`config.mk`:
```
export PLATFORM = sky130hd
export DESIGN_NAME = run_trace_ctrl
export DESIGN_NICKNAME = d
export VERILOG_FILES = /design/src/rtl/run_trace_ctrl.sv
export SDC_FILE = /design/constraint.sdc
export NUM_CORES = 1
export LEC_CHECK = 0
export CAP_MARGIN = 40
export CELL_PAD_IN_SITES_DETAIL_PLACEMENT = 0
export CELL_PAD_IN_SITES_GLOBAL_PLACEMENT = 1
export CORE_ASPECT_RATIO = 0.75
export CORE_MARGIN = 1
export CORE_UTILIZATION = 45
export CTS_CLUSTER_SIZE = 24
export DETAILED_ROUTE_END_ITERATION = 10
export PLACE_DENSITY = 0.84
export SLEW_MARGIN = 20
export SYNTH_ARGS = -nofsm -noshare
export SYNTH_HDL_FRONTEND = slang
export SYNTH_SLANG_ARGS = --single-unit
```
`constraint.sdc`:
```
create_clock -name clk -period 6.7 [get_ports clk]
set_input_delay 1.34 -clock clk [delete_from_list [all_inputs] [get_ports clk]]
set_output_delay 1.34 -clock clk [all_outputs]
set_load 0.005 [all_outputs]
```
`src/rtl/run_trace_ctrl.sv`:
```
// Run-control and trace/dump unit: streams the fetched PC each cycle, then on halt or
// timeout dumps the register file, a data-memory window and an end-of-run marker.
module run_trace_ctrl #(
    parameter int              XLEN       = 32,
    parameter int              NREGS      = 32,
    parameter logic [XLEN-1:0] MEM_BASE   = 32'h4000,
    parameter int              MEM_WORDS  = 4,
    parameter int              TIMEOUT    = 64,
    parameter logic [31:0]     HALT_INST  = 32'h0000_0000,
    parameter int              FIFO_DEPTH = 8
) (
    input  logic                       clk,
    input  logic                       reset,
    input  logic [XLEN-1:0]            pc,
    input  logic [31:0]                inst,
    output logic [$clog2(NREGS)-1:0]   rf_raddr,
    input  logic [XLEN-1:0]            rf_rdata,
    output logic [XLEN-1:0]            mem_raddr,
    input  logic [XLEN-1:0]            mem_rdata,
    output logic                       out_valid,
    input  logic                       out_ready,
    output logic [1:0]                 out_kind,
    output logic [XLEN-1:0]            out_data,
    output logic                       done,
    output logic                       halt_cause,
    output logic                       overflow
);
    // state      | meaning
    // S_RUN      | tracing PCs, counting cycles, watching for halt/timeout
    // S_DUMP_REG | streaming register file entries 0..NREGS-1
    // S_DUMP_MEM | streaming MEM_WORDS data words from MEM_BASE
    // S_END      | pushing the end marker carrying the cycle count
    // S_DRAIN    | waiting for the consumer to empty the FIFO
    // S_DONE     | run complete, idle until reset
    typedef enum logic [2:0] {
        S_RUN, S_DUMP_REG, S_DUMP_MEM, S_END, S_DRAIN, S_DONE
    } state_t;

    localparam int CW   = $clog2(TIMEOUT + 1);
    localparam int AW   = $clog2(FIFO_DEPTH);
    localparam int IMAX = (NREGS > MEM_WORDS) ? NREGS : MEM_WORDS;
    localparam int IW   = $clog2(IMAX) + 1;
    localparam int RAW  = $clog2(NREGS);
    localparam int FW   = 2 + XLEN;

    localparam logic [1:0] K_PC  = 2'd0;
    localparam logic [1:0] K_REG = 2'd1;
    localparam logic [1:0] K_MEM = 2'd2;
    localparam logic [1:0] K_END = 2'd3;

    state_t          r_state;
    state_t          w_state_next;
    logic [FW-1:0]   r_fifo [FIFO_DEPTH];
    logic [AW-1:0]   r_wptr;
    logic [AW-1:0]   r_rptr;
    logic [AW:0]     r_count;
    logic [IW-1:0]   r_idx;
    logic [CW-1:0]   r_cnt;
    logic            r_halt_cause;
    logic            r_overflow;

    logic            w_empty;
    logic            w_full;
    logic            w_pop;
    logic            w_can_push;
    logic [CW-1:0]   w_cnt_next;
    logic            w_push;
    logic [FW-1:0]   w_push_word;
    logic            w_idx_inc;
    logic            w_idx_clr;
    logic            w_cnt_inc;
    logic            w_drop;
    logic            w_stop;
    logic            w_cause;

    assign w_empty    = (r_count == '0);
    assign w_full     = (r_count == (AW+1)'(FIFO_DEPTH));
    assign w_pop      = !w_empty && out_ready;
    // Dump entries may refill a slot freed by the same-cycle pop; PC trace may not.
    assign w_can_push = !w_full || w_pop;
    assign w_cnt_next = (r_cnt == CW'(TIMEOUT)) ? r_cnt : r_cnt + CW'(1);

    always_ff @(posedge clk) begin
        if (!reset) r_state <= S_RUN;
        else        r_state <= w_state_next;
    end

    always_comb begin
        w_state_next = r_state;
        w_push       = 1'b0;
        w_push_word  = '0;
        w_idx_inc    = 1'b0;
        w_idx_clr    = 1'b0;
        w_cnt_inc    = 1'b0;
        w_drop       = 1'b0;
        w_stop       = 1'b0;
        w_cause      = 1'b0;
        case (r_state)
            S_RUN: begin
                w_cnt_inc   = 1'b1;
                w_push      = !w_full;
                w_drop      = w_full;
                w_push_word = {K_PC, pc};
                if (inst == HALT_INST) begin
                    w_stop  = 1'b1;
                    w_cause = 1'b0;
                end else if (w_cnt_next == CW'(TIMEOUT)) begin
                    w_stop  = 1'b1;
                    w_cause = 1'b1;
                end
                if (w_stop) w_state_next = S_DUMP_REG;
            end
            S_DUMP_REG: begin
                w_push_word = {K_REG, rf_rdata};
                if (w_can_push) begin
                    w_push = 1'b1;
                    if (r_idx == IW'(NREGS - 1)) begin
                        w_idx_clr    = 1'b1;
                        w_state_next = S_DUMP_MEM;
                    end else begin
                        w_idx_inc = 1'b1;
                    end
                end
            end
            S_DUMP_MEM: begin
                w_push_word = {K_MEM, mem_rdata};
                if (w_can_push) begin
                    w_push = 1'b1;
                    if (r_idx == IW'(MEM_WORDS - 1)) begin
                        w_idx_clr    = 1'b1;
                        w_state_next = S_END;
                    end else begin
                        w_idx_inc = 1'b1;
                    end
                end
            end
            S_END: begin
                w_push_word = {K_END, XLEN'(r_cnt)};
                if (w_can_push) begin
                    w_push       = 1'b1;
                    w_state_next = S_DRAIN;
                end
            end
            S_DRAIN: begin
                if (w_empty) w_state_next = S_DONE;
            end
            S_DONE: begin
                w_state_next = S_DONE;
            end
            default: w_state_next = S_RUN;
        endcase
    end

    always_ff @(posedge clk) begin
        if (!reset) begin
            r_wptr       <= '0;
            r_rptr       <= '0;
            r_count      <= '0;
            r_idx        <= '0;
            r_cnt        <= '0;
            r_halt_cause <= 1'b0;
            r_overflow   <= 1'b0;
        end else begin
            if (w_push) r_wptr <= r_wptr + AW'(1);
            if (w_pop)  r_rptr <= r_rptr + AW'(1);
            case ({w_push, w_pop})
                2'b10:   r_count <= r_count + (AW+1)'(1);
                2'b01:   r_count <= r_count - (AW+1)'(1);
                default: r_count <= r_count;
            endcase
            if (w_idx_clr)      r_idx <= '0;
            else if (w_idx_inc) r_idx <= r_idx + IW'(1);
            if (w_cnt_inc) r_cnt        <= w_cnt_next;
            if (w_stop)    r_halt_cause <= w_cause;
            if (w_drop)    r_overflow   <= 1'b1;
        end
    end

    always_ff @(posedge clk) begin
        if (w_push) r_fifo[r_wptr] <= w_push_word;
    end

    assign out_valid             = !w_empty;
    assign {out_kind, out_data}  = r_fifo[r_rptr];
    assign done                  = (r_state == S_DONE);
    assign halt_cause            = r_halt_cause;
    assign overflow              = r_overflow;
    assign rf_raddr  = (r_state == S_DUMP_REG) ? r_idx[RAW-1:0] : '0;
    assign mem_raddr = (r_state == S_DUMP_MEM) ? MEM_BASE + XLEN'(r_idx) : MEM_BASE;

endmodule

```
---- Yosys cells after proc, flatten, opt, wreduce, memory -nomap -nowiden ----
Memory sizes are Yosys's and may differ from the RTL's. A register that Yosys moved wholly into a read port is not among the register bits.
Index checks and enable logic that the tools add are counted.
cells by class
  add/subtract/negate cells ............... 7
  equal/unequal tests ..................... 19
  mux-type cells .......................... 37
  bitwise operators ....................... 1
  reductions and logical operators ........ 11
operator list
  operator                                                                count
  34-bit one-hot mux with 4 select lines                                  1
  32-bit zero test                                                        1
  3-bit two-way mux                                                       9
  1-bit two-way mux                                                       19
  3-bit one-hot mux with 6 select lines                                   1
  15-bit by 6-bit adder with 16-bit output (first input constant)         1
  16-bit two-way mux                                                      1
  7-bit equality test (second input constant)                             2
  2-bit != test (second input constant)                                   6
  4-bit one-hot mux with 2 select lines                                   1
  7-bit by 1-bit adder with 7-bit output (second input constant)          1
  7-bit two-way mux                                                       1
  7-bit AND reduction                                                     1
  3-bit by 1-bit adder with 3-bit output (second input constant)          2
  6-bit by 1-bit adder with 6-bit output (second input constant)          1
  3-bit by 2-bit equality test with 1-bit output (second input constant)  2
  3-bit equality test (second input constant)                             2
  6-bit by 2-bit equality test with 1-bit output (second input constant)  1
  6-bit by 5-bit equality test with 1-bit output (second input constant)  1
  1-bit one-hot mux with 2 select lines                                   3
  5-bit two-way mux                                                       1
  4-bit by 1-bit adder with 4-bit output (second input constant)          1
  4-bit equality test (second input constant)                             1
  4-bit zero test                                                         1
  other kinds (13)                                                        14
word-level totals
  flip-flop bits (word level) ............. 28
  bits in writable memories ............... 272
  bits of input ports ..................... 131
  output and inout port bits .............. 75
  word-level logic and storage cells ...... 84
  memories kept ........................... 1
memory list
  memory  depth  bits a word  rd ports  clocked after Yosys merged registers in  write ports  RTL line  source
  r_fifo  8      34           1         1                                        1            53        logic [FW-1:0] r_fifo [FIFO_DEPTH];

---- Longest topological paths before layout ----
Gate-level depths: netlist (run 1).
  word-level depth ........................ 8
  depth in mapped cells ................... 11
  gate-level depth less buffers ........... 10

---- Worst setup path before layout (run 1) ----
No wires, ideal clock.
  path type ............................... input-to-reg
  from .................................... in out_ready
  to ...................................... mem r_fifo[2][0] (netlist bit) (enable)
  setup time .............................. 0.522 ns
  arrival ................................. 5.536 ns
  data required time ...................... 6.178 ns
  slack ................................... 0.642 ns
  stages .................................. 4
  path buffers ............................ 0
  cell sequence ........................... o21ai_0 -> a21oi_1 -> clkinv_1 -> nor4b_1
between the ends
  longest elaborated chain between the ends .. 6
ends and longest elaborated chain
  item                                     RTL line       source
  start: declaration                       21             input logic out_ready,
  1-bit logical AND                        78             assign w_pop = !w_empty && out_ready;
  1-bit logical OR                         80             assign w_can_push = !w_full || w_pop;
  1-bit two-way mux                        115, 127, 139
  1-bit one-hot mux with 2 select lines    98             case (r_state)
  1-bit two-way mux                        180            if (w_push) r_fifo[r_wptr] <= w_push_word;
  1-bit two-way mux (not written as such)  180
  end: declaration                         53
Every way passes these cells.

==> metrics.yaml, run 1 <==
placement:
  pre_cts_ws_ps: 2540
  buffer_ports.inserted: 179
  placed_cells: 1322
  dp_hpwl_um: 17400
  finalWeightedCongestion: 0.778
synth:
  yosysSeqAreaShare: 0.666
  synth.yosys.warnings: 0
  ys_dominant_reg_cell: "sky130_fd_sc_hd__edfxtp_1"
  synth_edf_count: 272
  synth.distinct_cells: 54
  synth.ff_latch_count: 303
  syn-instance-count: 791
  synth_area_um2: 13200
  asyncSetResetFlopFracSynth: 0
  postSynthAreaPerCell_um2: 16.7
floorplan:
  std_cell_rows: 53
  floorplan.die.height_um: 150
  floorplan.initialDensity: 0.464
  design.portCount: 206
  floorplan.die_area_um2: 30000
  core_um2: 28400
  die-width_um: 200
worst_setup_path:
  crit_path_top_delay_cell: "sky130_fd_sc_hd__dfxtp_4"
  path_cells: "buf_12, buf_4, mux4_2, mux2_2, clkdlybuf4s50_1"
  worst-r2r-setup-slack_ps: 3550
  critical-path-max-stage-delay_ps: 610
  critical_path.reg2reg.startpoint: "r_state[1]"
  setup.worst_path.start_class: "flop"
  crit_path_end_kind: "primary output"
  setup.worst_path.class: "reg2out"
  reg2reg_to: "r_count[2]"
  ff2ff_path_depth: 11
  maximum_fanout_encountered_on_the_critical_timing_path: 28
  worstPathRequired_ps: 5360
  worstPathArrival_ps: 3250
cells_and_area:
  num-nets-final: 1108
  most-common-layout-cells: "sky130_fd_sc_hd__edfxtp_1, sky130_fd_sc_hd__clkdlybuf4s50_1, sky130_fd_sc_hd__mux4_2"
  num_antenna_cells: 0
  final_cell_count_no_fill: 1371
  fillCellCount: 2191
  fin_util: 0.571
  layout-drive-gt1-share: 0.192
  final_common_cell: "sky130_fd_sc_hd__edfxtp_1"
  area_grow_syn2layout_pct: 23.2
clock_network:
  clock_path_buffers: 3
  cts.repair.resized: 0
  cts_sinks: 303
  cts-htree-levels: 1
  cts_hold_buffers: 0
  postCtsSetupRepairBufs: 0
  clock_latency_ps: 540
  cts.clk_slew.worst_paths_ps: 60
  clock-root-buffer: "sky130_fd_sc_hd__clkbuf_16"
  cts_made_buffers: 29
  tritoncts: "yes"
worst_hold_path:
  min_delay_path_depth: 2
  holdPathEnd: "overflow"
  min-delay-start: "overflow"
  min_path_type: "reg2reg"
job:
  maxCapViolations: 0
sta:
  worst_setup_skew_after_layout_ps: 11.6
  final_max_slew_viol_count: 0
  report.final.hold_viol_count: 0
  report.final.setup_viol: 0
  post_route_fraction_of_the_period_consumed_by_the_critical_path: 0.685
  postLayoutSetupSlackWorst_ps: 2110
  final_period_minus_worst_setup_slack_ps: 4590
  setup_total_negative_slack_ps: 0
  tightest_slew_ps: 793
  timing.slew.headroom: 0.467
  rsz_0062_raised_after_global_routing: "false"
  achievable-frequency_ghz: 0.218
routing:
  detail_route.first_pass.iterations: 5
  drt-total-wl_um: 28100
  first_iter_violations: 535
  drtAntennaViolNets: 0
  wl_per_cell_um: 20.5
  avgViaCountPerCell: 5.35
  drt_drc_violations_left: 0
  dr_total_vias: 7336
status:
  run_status: "completed"
grt:
  grt_pass1_wl_um: 42400
  grt_util_all_layers: 0.190
  number_of_antenna_violations_at_the_first_check_in_global_routing: 0
  overflow: 0
  vias_in_the_first_global_route: 7288
  grt_start_max_net_pins: 50
power_and_ir_drop:
  worst_ir_drop_vdd_v: 0.000179
  leakage_nw: 5.25
  power-per-cell-area_nw_per_um2: 294
[stage by stage]
| step | area, µm² | total power [mW] | hold WS (ps) |
|---|---|---|---|
| floorplan | 13300 | 2.90 | 482 |
| global placement | 15300 | 3.29 | 483 |
| detailed placement | 15400 | 3.32 | 485 |
| CTS | 16200 | 4.82 | 504 |
| global route | 16300 | 4.97 | 537 |
| finish | 16300 | 4.77 | 504 |
[cell usage after synthesis, types with 8 or more instances]
master | number | area share
sky130_fd_sc_hd__nand3_1 | 8 | 0.0030
sky130_fd_sc_hd__mux2i_1 | 27 | 0.020
sky130_fd_sc_hd__buf_4 | 30 | 0.017
sky130_fd_sc_hd__nor3_1 | 11 | 0.0042
sky130_fd_sc_hd__o21ai_0 | 12 | 0.0046
sky130_fd_sc_hd__and2_1 | 15 | 0.0071
sky130_fd_sc_hd__ha_1 | 8 | 0.0076
sky130_fd_sc_hd__edfxtp_1 | 272 | 0.62
sky130_fd_sc_hd__nor4_1 | 14 | 0.0066
sky130_fd_sc_hd__nand2_1 | 17 | 0.0048
sky130_fd_sc_hd__nor2b_1 | 15 | 0.0071
sky130_fd_sc_hd__xnor2_1 | 12 | 0.0080
sky130_fd_sc_hd__mux4_2 | 74 | 0.13
sky130_fd_sc_hd__mux2_2 | 34 | 0.029
sky130_fd_sc_hd__dfxtp_1 | 31 | 0.047
sky130_fd_sc_hd__clkbuf_1 | 26 | 0.0074
sky130_fd_sc_hd__buf_2 | 11 | 0.0042
sky130_fd_sc_hd__nor2_1 | 63 | 0.018
sky130_fd_sc_hd__a21oi_1 | 31 | 0.012
[kinds of logic after synthesis]
family | Yosys count | share of synthesized area
buf+inv | 81 | 0.0339
fa+ha+maj | 8 | 0.00759
compound gates | 67 | 0.0323
other cells | 2 | 0.000569
xor+xnor | 17 | 0.0113
flops | 303 | 0.666
simple gates | 177 | 0.0705
mux | 136 | 0.178
[metal layers]
layer	wire length, µm	vias to the layer above	global-route usage
met5	0	-	0
met4	535	0	0.0424
met3	1580	47	0.0296
met2	13300	224	0.302
met1	12700	3666	0.277
li1	-	3399	-
[how the worst max path moves through the flow]
stage,startpoint,end,slack (ps),cells after the start
3_3_place_gp,out_ready,r_fifo[6][7],2390,6
5_1_grt,flop,out_data[28],1900,5
2_1_floorplan,out_ready,r_fifo[2][0],640,4
6_report,flop,out_data[2],2110,5
4_1_cts,flop,out_data[2],2030,5
3_5_place_dp,out_ready,r_count[2],2540,11
[area by class of cell]
cell class / instances / area, µm² / area share
flip-flops and latches: 303 / 8800 / 0.542
multi-input cells: 431 / 4100 / 0.252
clock buffers: 35 / 748 / 0.0460
inverters: 6 / 22.5 / 0.00139
well taps: 385 / 482 / 0.0296
clock inverters: 13 / 114 / 0.00701
repair buffers: 198 / 1990 / 0.122
[state kept, by name, summed over array words and instances, names as in the netlist, named ones only]
name / flops
r_wptr: 3
r_fifo: 272
halt_cause: 1
r_cnt: 7
r_state: 3
r_count: 4
overflow: 1
r_idx: 6
r_rptr: 3
[report_power, final]
group | switching [mW] | internal [mW] | total [mW] | leakage, nW
registers | 0.0814 | 2.18 | 2.26 | 2.76
clock network | 0.647 | 0.863 | 1.51 | 0.427
logic | 0.387 | 0.618 | 1.01 | 2.07
total | 1.12 | 3.66 | 4.77 | 5.25
[worst max-delay path, delay by kind of cell, from the launching register on]
kind | cells | cell delay, ps
buffers and inverters | 3 | 1210
multiplexers | 2 | 850
flip-flops | 1 | 610
No activity file was read; power rests on OpenSTA's default activity.
==> inputs of run 2 (changes only) <==
clock period = 4.71 ns   (was 6.7 ns; I/O delays follow)
==> run 2 against run 1 <==
Against the previous run: global-route usage is 0.90 points higher; hold slack improved by 7.2 ps; power increased by 42%; count of clock-buffer cells in the layout stayed put; flip-flop and latch count unchanged; core utilization about the same; non-clock buffer count decreased by 1; worst setup slack lost 1400 ps.
==> metrics.yaml, run 2 (same netlist as run 1, synthesis figures left out) <==
status:
  run_status: "completed"
worst_setup_path:
  worstPathArrival_ps: 3020  # -230 ps
  critical_path.reg2reg.startpoint: "r_state[0]"
  maximum_fanout_encountered_on_the_critical_timing_path: 28  # unchanged
  setup.worst_path.start_class: "flop"
  worstPathRequired_ps: 3770  # -1590 ps
  crit_path_end_kind: "primary output"
  setup.worst_path.class: "reg2out"
  reg2reg_to: "r_count[2]"
  worst-r2r-setup-slack_ps: 1520  # -2030 ps
  crit_path_top_delay_cell: "sky130_fd_sc_hd__dfxtp_4"
  critical-path-max-stage-delay_ps: 710  # +100 ps
  ff2ff_path_depth: 10  # -1
  path_cells: "buf_4, mux4_2, mux2_2, clkdlybuf4s50_1"
power_and_ir_drop:
  worst_ir_drop_vdd_v: 0.000372  # +110%
  netSwitchingPower_mw: 1.62  # +45%
  power.combinational.fraction: 0.210  # about the same
  power-per-cell-area_nw_per_um2: 417  # +42%
  leakage_nw: 5.24  # -0.25%
  p_int_mw: 5.15  # +41%
  power.clock.fraction: 0.310  # -0.006
  swShare: 0.239  # +0.00565
  power.share.sequential: 0.480  # +0.007
worst_hold_path:
  holdPathEnd: "overflow"
  min_path_type: "reg2reg"
  min_delay_path_depth: 2  # unchanged
  min-delay-start: "overflow"
placement:
  buffer_ports.inserted: 179  # unchanged
  postPlaceCellArea_um2: 15400  # +0.12%
  finalWeightedCongestion: 0.776  # -0.24%
  pre_cts_ws_ps: 933  # -1610 ps
  dp_hpwl_um: 18400  # +5.7%
routing:
  avgViaCountPerCell: 5.49  # +2.5%
  first_iter_violations: 636  # +19%
  detail_route.first_pass.iterations: 5  # unchanged
  drtAntennaViolNets: 0  # unchanged
  wl_per_cell_um: 21.7  # +5.7%
  drt-total-wl_um: 29700  # +5.7%
  dr_total_vias: 7523  # +2.5%
  drt_drc_violations_left: 0  # unchanged
sta:
  final_period_minus_worst_setup_slack_ps: 3960
  postLayoutSetupSlackWorst_ps: 751  # -1360 ps
  timing.slew.headroom: 0.465  # -0.00143
  final_max_slew_viol_count: 0  # unchanged
  tightest_slew_ps: 796  # +2.13 ps
  achievable-frequency_ghz: 0.253
  worst_setup_skew_after_layout_ps: 8.14  # -3.42 ps
  rsz_0062_raised_after_global_routing: "false"
  setup_total_negative_slack_ps: 0  # unchanged
  report.final.hold_viol_count: 0  # unchanged
  report.final.setup_viol: 0  # unchanged
  post_route_fraction_of_the_period_consumed_by_the_critical_path: 0.841
floorplan:
  core_um2: 28400  # unchanged
  floorplan.die.height_um: 150  # unchanged
  die-width_um: 200  # unchanged
  design.portCount: 206  # unchanged
  floorplan.die_area_um2: 30000  # unchanged
  std_cell_rows: 53  # unchanged
  floorplan.initialDensity: 0.464  # unchanged
cells_and_area:
  num-nets-final: 1106  # -0.18%
  reg_top3: "r_fifo: 272 flops, r_cnt: 7 flops, r_idx: 6 flops"
  num_antenna_cells: 0  # unchanged
  biggest_register: "r_fifo"
  area_grow_syn2layout_pct: 23.1  # about the same
  layout-drive-gt1-share: 0.189  # -0.00304
  layout.cell_area.non_filler_um2: 16200  # about the same
  most-common-layout-cells: "sky130_fd_sc_hd__edfxtp_1, sky130_fd_sc_hd__clkdlybuf4s50_1, sky130_fd_sc_hd__mux4_2"
  number_of_flip_flops_in_the_largest_register: 272  # unchanged
  final_common_cell: "sky130_fd_sc_hd__edfxtp_1"
grt:
  grt_util_all_layers: 0.199  # +0.00901
  vias_in_the_first_global_route: 7408  # +1.6%
  overflow: 0  # unchanged
  grt_start_max_net_pins: 45  # -10%
  grt_pass1_wl_um: 44200  # +4.1%
  number_of_antenna_violations_at_the_first_check_in_global_routing: 0  # unchanged
clock_network:
  postCtsSetupRepairBufs: 0  # unchanged
  cts.clk_slew.worst_paths_ps: 60  # about the same
  cts_made_buffers: 28  # -3.4%
  tritoncts: "yes"
  clock_latency_ps: 540  # about the same
  cts-htree-levels: 1  # unchanged
  clock_path_buffers: 3  # unchanged
  cts_hold_buffers: 0  # unchanged
  clock-root-buffer: "sky130_fd_sc_hd__clkbuf_16"
  cts.repair.resized: 0  # unchanged
  cts_sinks: 303  # unchanged
job:
  maxCapViolations: 0  # unchanged
[run 2: cell types whose count changed in the layout (fill, tap and decap cells not counted)]
cell and change:
sky130_fd_sc_hd__buf_4 -1, sky130_fd_sc_hd__clkinvlp_4 +1, sky130_fd_sc_hd__nor4b_2 -2, sky130_fd_sc_hd__nor4b_4 +2, sky130_fd_sc_hd__inv_6 -1, sky130_fd_sc_hd__clkinv_4 +1, sky130_fd_sc_hd__clkinv_2 -2, sky130_fd_sc_hd__clkinv_1 +3
sky130_fd_sc_hd__bufinv_16 -1, sky130_fd_sc_hd__nor4_2 -1, sky130_fd_sc_hd__nor4_4 +1
[run 2: final cells by class]
cell class	instances	area, µm²
Clock buffer	35	748
Multi-Input combinational cell	431	4120
Sequential cell	303	8800
Clock inverter	14	92.6
Inverter	6	22.5
Tap cell	385	482
Timing Repair Buffer	197	1980
Fill cell	2162	12200
[run 2: metal layers]
layer | share of wire | GRT usage
met2 | 0.48 | 0.316
met3 | 0.069 | 0.0343
met4 | 0.017 | 0.0447
met5 | 0 | 0
met1 | 0.44 | 0.288
[run 2: power by group through the flow]
stage | Clock, mW | Sequential (mW) | Combinational [mW]
2_1_floorplan | 0 | 3.19 | 0.927
3_3_place_gp | 0 | 3.32 | 1.40
3_5_place_dp | 0 | 3.31 | 1.44
4_1_cts | 2.13 | 3.26 | 1.45
5_1_grt | 2.23 | 3.27 | 1.53
6_report | 2.10 | 3.25 | 1.42
[run 2: worst max-delay path by stage]
stage	to	slack, ps	cells after the start
after floorplan	r_fifo[6][0]	260	4
after global placement	r_count[2]	960	11
after detailed placement	r_count[2]	930	11
after CTS	out_data[8]	660	4
after global routing	out_data[7]	560	4
final	out_data[7]	750	4
[run 2: metrics by stage]
step	cells	util	power, mW	hold WS, ps
floorplan	815	-	4.12	482
global placement	1318	0.539	4.72	489
CTS	1370	0.571	6.84	526
finish	1371	0.571	6.77	512
detailed placement	1321	0.541	4.75	507
global route	1371	0.571	7.03	544
[run 2: critical path: cells and delay by family, from the launching register on]
family | cells | cell delay (ps)
flops | 1 | 710
buf+inv | 2 | 870
mux | 2 | 880
==> inputs of run 3 (changes only) <==
CORE_UTILIZATION = 41   (was 45)
PLACE_DENSITY = 0.81   (was 0.84)
clock period = 3.3 ns   (was 4.71 ns; I/O delays follow)
==> run 3 against run 2 <==
Against the previous run: power grew 46%; critical path depth unchanged; critical endpoint is now out_data[4]; largest power group unchanged; hold slack better by 16 ps; clock skew is 8.0 ps higher; largest cell class unchanged; core utilization down 4.6 points; worst setup slack got worse by 670 ps; critical path type unchanged; count of clock-buffer cells in the layout rose by 5; highest routed layer unchanged.
==> metrics.yaml, run 3 (same netlist as run 1, synthesis figures left out) <==
status:
  run_status: "completed"
grt:
  number_of_antenna_violations_at_the_first_check_in_global_routing: 0  # unchanged
  overflow: 0  # unchanged
  grt_util_all_layers: 0.176  # -0.0227
  vias_in_the_first_global_route: 7514  # +1.4%
  grt_start_max_net_pins: 69  # +53%
  grt_pass1_wl_um: 44200  # about the same
placement:
  placed_cells: 1351  # +2.3%
  dp_hpwl_um: 18100  # -1.5%
  buffer_ports.inserted: 179  # unchanged
  finalWeightedCongestion: 0.845  # +8.9%
power_and_ir_drop:
  totalPowerFinal_mw: 9.90  # +46%
  worst_ir_drop_vdd_v: 0.000411  # +10%
  power-per-cell-area_nw_per_um2: 600  # +44%
  leakage_nw: 5.34  # +1.9%
sta:
  final_period_minus_worst_setup_slack_ps: 3210
  tightest_slew_ps: 653  # -142 ps
  report.final.setup_viol: 0  # unchanged
  worst_setup_skew_after_layout_ps: 16.1  # +8.00 ps
  timing.slew.headroom: 0.563  # +0.0984
  achievable-frequency_ghz: 0.311
  worst_hold_slack_ps: 528  # +16.2 ps
  post_route_fraction_of_the_period_consumed_by_the_critical_path: 0.974
  rsz_0062_raised_after_global_routing: "false"
  final_max_slew_viol_count: 0  # unchanged
  report.final.hold_viol_count: 0  # unchanged
cells_and_area:
  area_grow_syn2layout_pct: 25.1
  num_antenna_cells: 0  # unchanged
  final_cell_count_no_fill: 1405  # +2.5%
  reg_top3: "r_fifo: 272 flops, r_cnt: 7 flops, r_idx: 6 flops"
  num-nets-final: 1117  # +0.99%
  final_common_cell: "sky130_fd_sc_hd__edfxtp_1"
  layout-drive-gt1-share: 0.200  # +0.0116
  number_of_flip_flops_in_the_largest_register: 272  # unchanged
  most-common-layout-cells: "sky130_fd_sc_hd__edfxtp_1, sky130_fd_sc_hd__clkdlybuf4s50_1, sky130_fd_sc_hd__mux4_2"
  biggest_register: "r_fifo"
floorplan:
  design.portCount: 206  # unchanged
  floorplan.die_area_um2: 32900  # +9.6%
  floorplan.initialDensity: 0.419  # -0.0444
  floorplan.die.height_um: 157  # +4.7%
  core_um2: 31500  # +11%
  std_cell_rows: 56  # +5.7%
  die-width_um: 209  # +4.7%
worst_setup_path:
  maximum_fanout_encountered_on_the_critical_timing_path: 9  # -68%
  worst-r2r-setup-slack_ps: 440  # -1080 ps
  critical_path.reg2reg.startpoint: "r_count[0]"
  crit_path_top_delay_cell: "sky130_fd_sc_hd__mux4_2"
  reg2reg_to: "r_count[2]"
  path_cells: "buf_4, mux4_2, mux2_2, clkdlybuf4s50_1"
  setup.worst_path.start_class: "flop"
  cp-endpoint: "out_data[4]"
  worstPathArrival_ps: 2550  # -470 ps
  worstPathRequired_ps: 2640  # -1130 ps
  ff2ff_path_depth: 9  # -1
  setup.worst_path.class: "reg2out"
  crit_path_end_kind: "primary output"
  critical-path-max-stage-delay_ps: 550  # -160 ps
worst_hold_path:
  min_path_type: "reg2reg"
clock_network:
  cts_made_buffers: 29  # +3.6%
  cts-htree-levels: 1  # unchanged
  clock-root-buffer: "sky130_fd_sc_hd__clkbuf_16"
  clock_path_buffers: 3  # unchanged
  clock_latency_ps: 550  # about the same
  cts_sinks: 303  # unchanged
  cts_hold_buffers: 0  # unchanged
  tritoncts: "yes"
  cts.clk_slew.worst_paths_ps: 60  # about the same
routing:
  dr_total_vias: 7380  # -1.9%
  avgViaCountPerCell: 5.25  # -4.3%
  drt-total-wl_um: 29200  # -1.7%
  wl_per_cell_um: 20.8  # -4.1%
  drt_drc_violations_left: 0  # unchanged
  detail_route.first_pass.iterations: 5  # unchanged
  drtAntennaViolNets: 0  # unchanged
  first_iter_violations: 520  # -18%
job:
  maxCapViolations: 0  # unchanged
==> run 3: cell types whose count changed in the layout (fill, tap and decap cells not counted), moves of 2 or more <==
| cell | delta |
|---|---|
| sky130_fd_sc_hd__clkbuf_8 | +2 |
| sky130_fd_sc_hd__buf_12 | +10 |
| sky130_fd_sc_hd__clkbuf_1 | +3 |
| sky130_fd_sc_hd__buf_4 | +2 |
| sky130_fd_sc_hd__clkinv_1 | -4 |
==> run 3: area by class of cell <==
type	instances	area (µm²)
clock buffers	40	787
clock inverters	12	115
fillers	2498	15000
inverters	6	22.5
multi-input cells	431	4120
flip-flops and latches	303	8800
well taps	406	508
repair buffers	207	2150
==> run 3: timing repair <==
action	4_1_cts	5_1_grt
setup buffers	2	0
gates resized for setup	0	0
setup endpoints to repair	28	0
==> run 3: worst min path at each step <==
stage                             to        from  slack (ps)  depth (start not counted)
final                     halt_cause  halt_cause         530                          1
after global routing      halt_cause  halt_cause         540                          1
after global placement    halt_cause  halt_cause         510                          1
after CTS                 halt_cause  halt_cause         530                          1
after detailed placement  halt_cause  halt_cause         510                          1
after floorplan             overflow    overflow         480                          2
==> run 3: layer usage <==
| layer | up-vias | global-route usage | part of all wire |
|---|---|---|---|
| met3 | 32 | 0.0229 | 0.049 |
| met4 | 0 | 0.0343 | 0.014 |
| li1 | 3430 | - | - |
| met5 | - | 0 | 0 |
| met2 | 154 | 0.301 | 0.51 |
| met1 | 3764 | 0.243 | 0.43 |
==> run 3: metrics by stage <==
stage	setup slack (ps)	util	setup TNS, ps	instance area [µm²]
2_1_floorplan	-864	-	-147550	13300
3_3_place_gp	346	0.496	0	15600
4_1_cts	43.9	0.525	0	16500
5_1_grt	3.39	0.525	0	16500
3_5_place_dp	283	0.496	0	15600
6_report	85.1	0.525	0	16500
==> run 3: worst max-delay path: cells and delay by family, from the launching register on <==
family / cells / cell delay, ps
buffers and inverters: 2 / 740
DFF: 1 / 440
muxes: 2 / 830
==> run 3: power by group <==
group          internal, mW  switching, mW
combinational          1.32          0.881
clock                  1.82           1.35
sequential             4.42          0.112
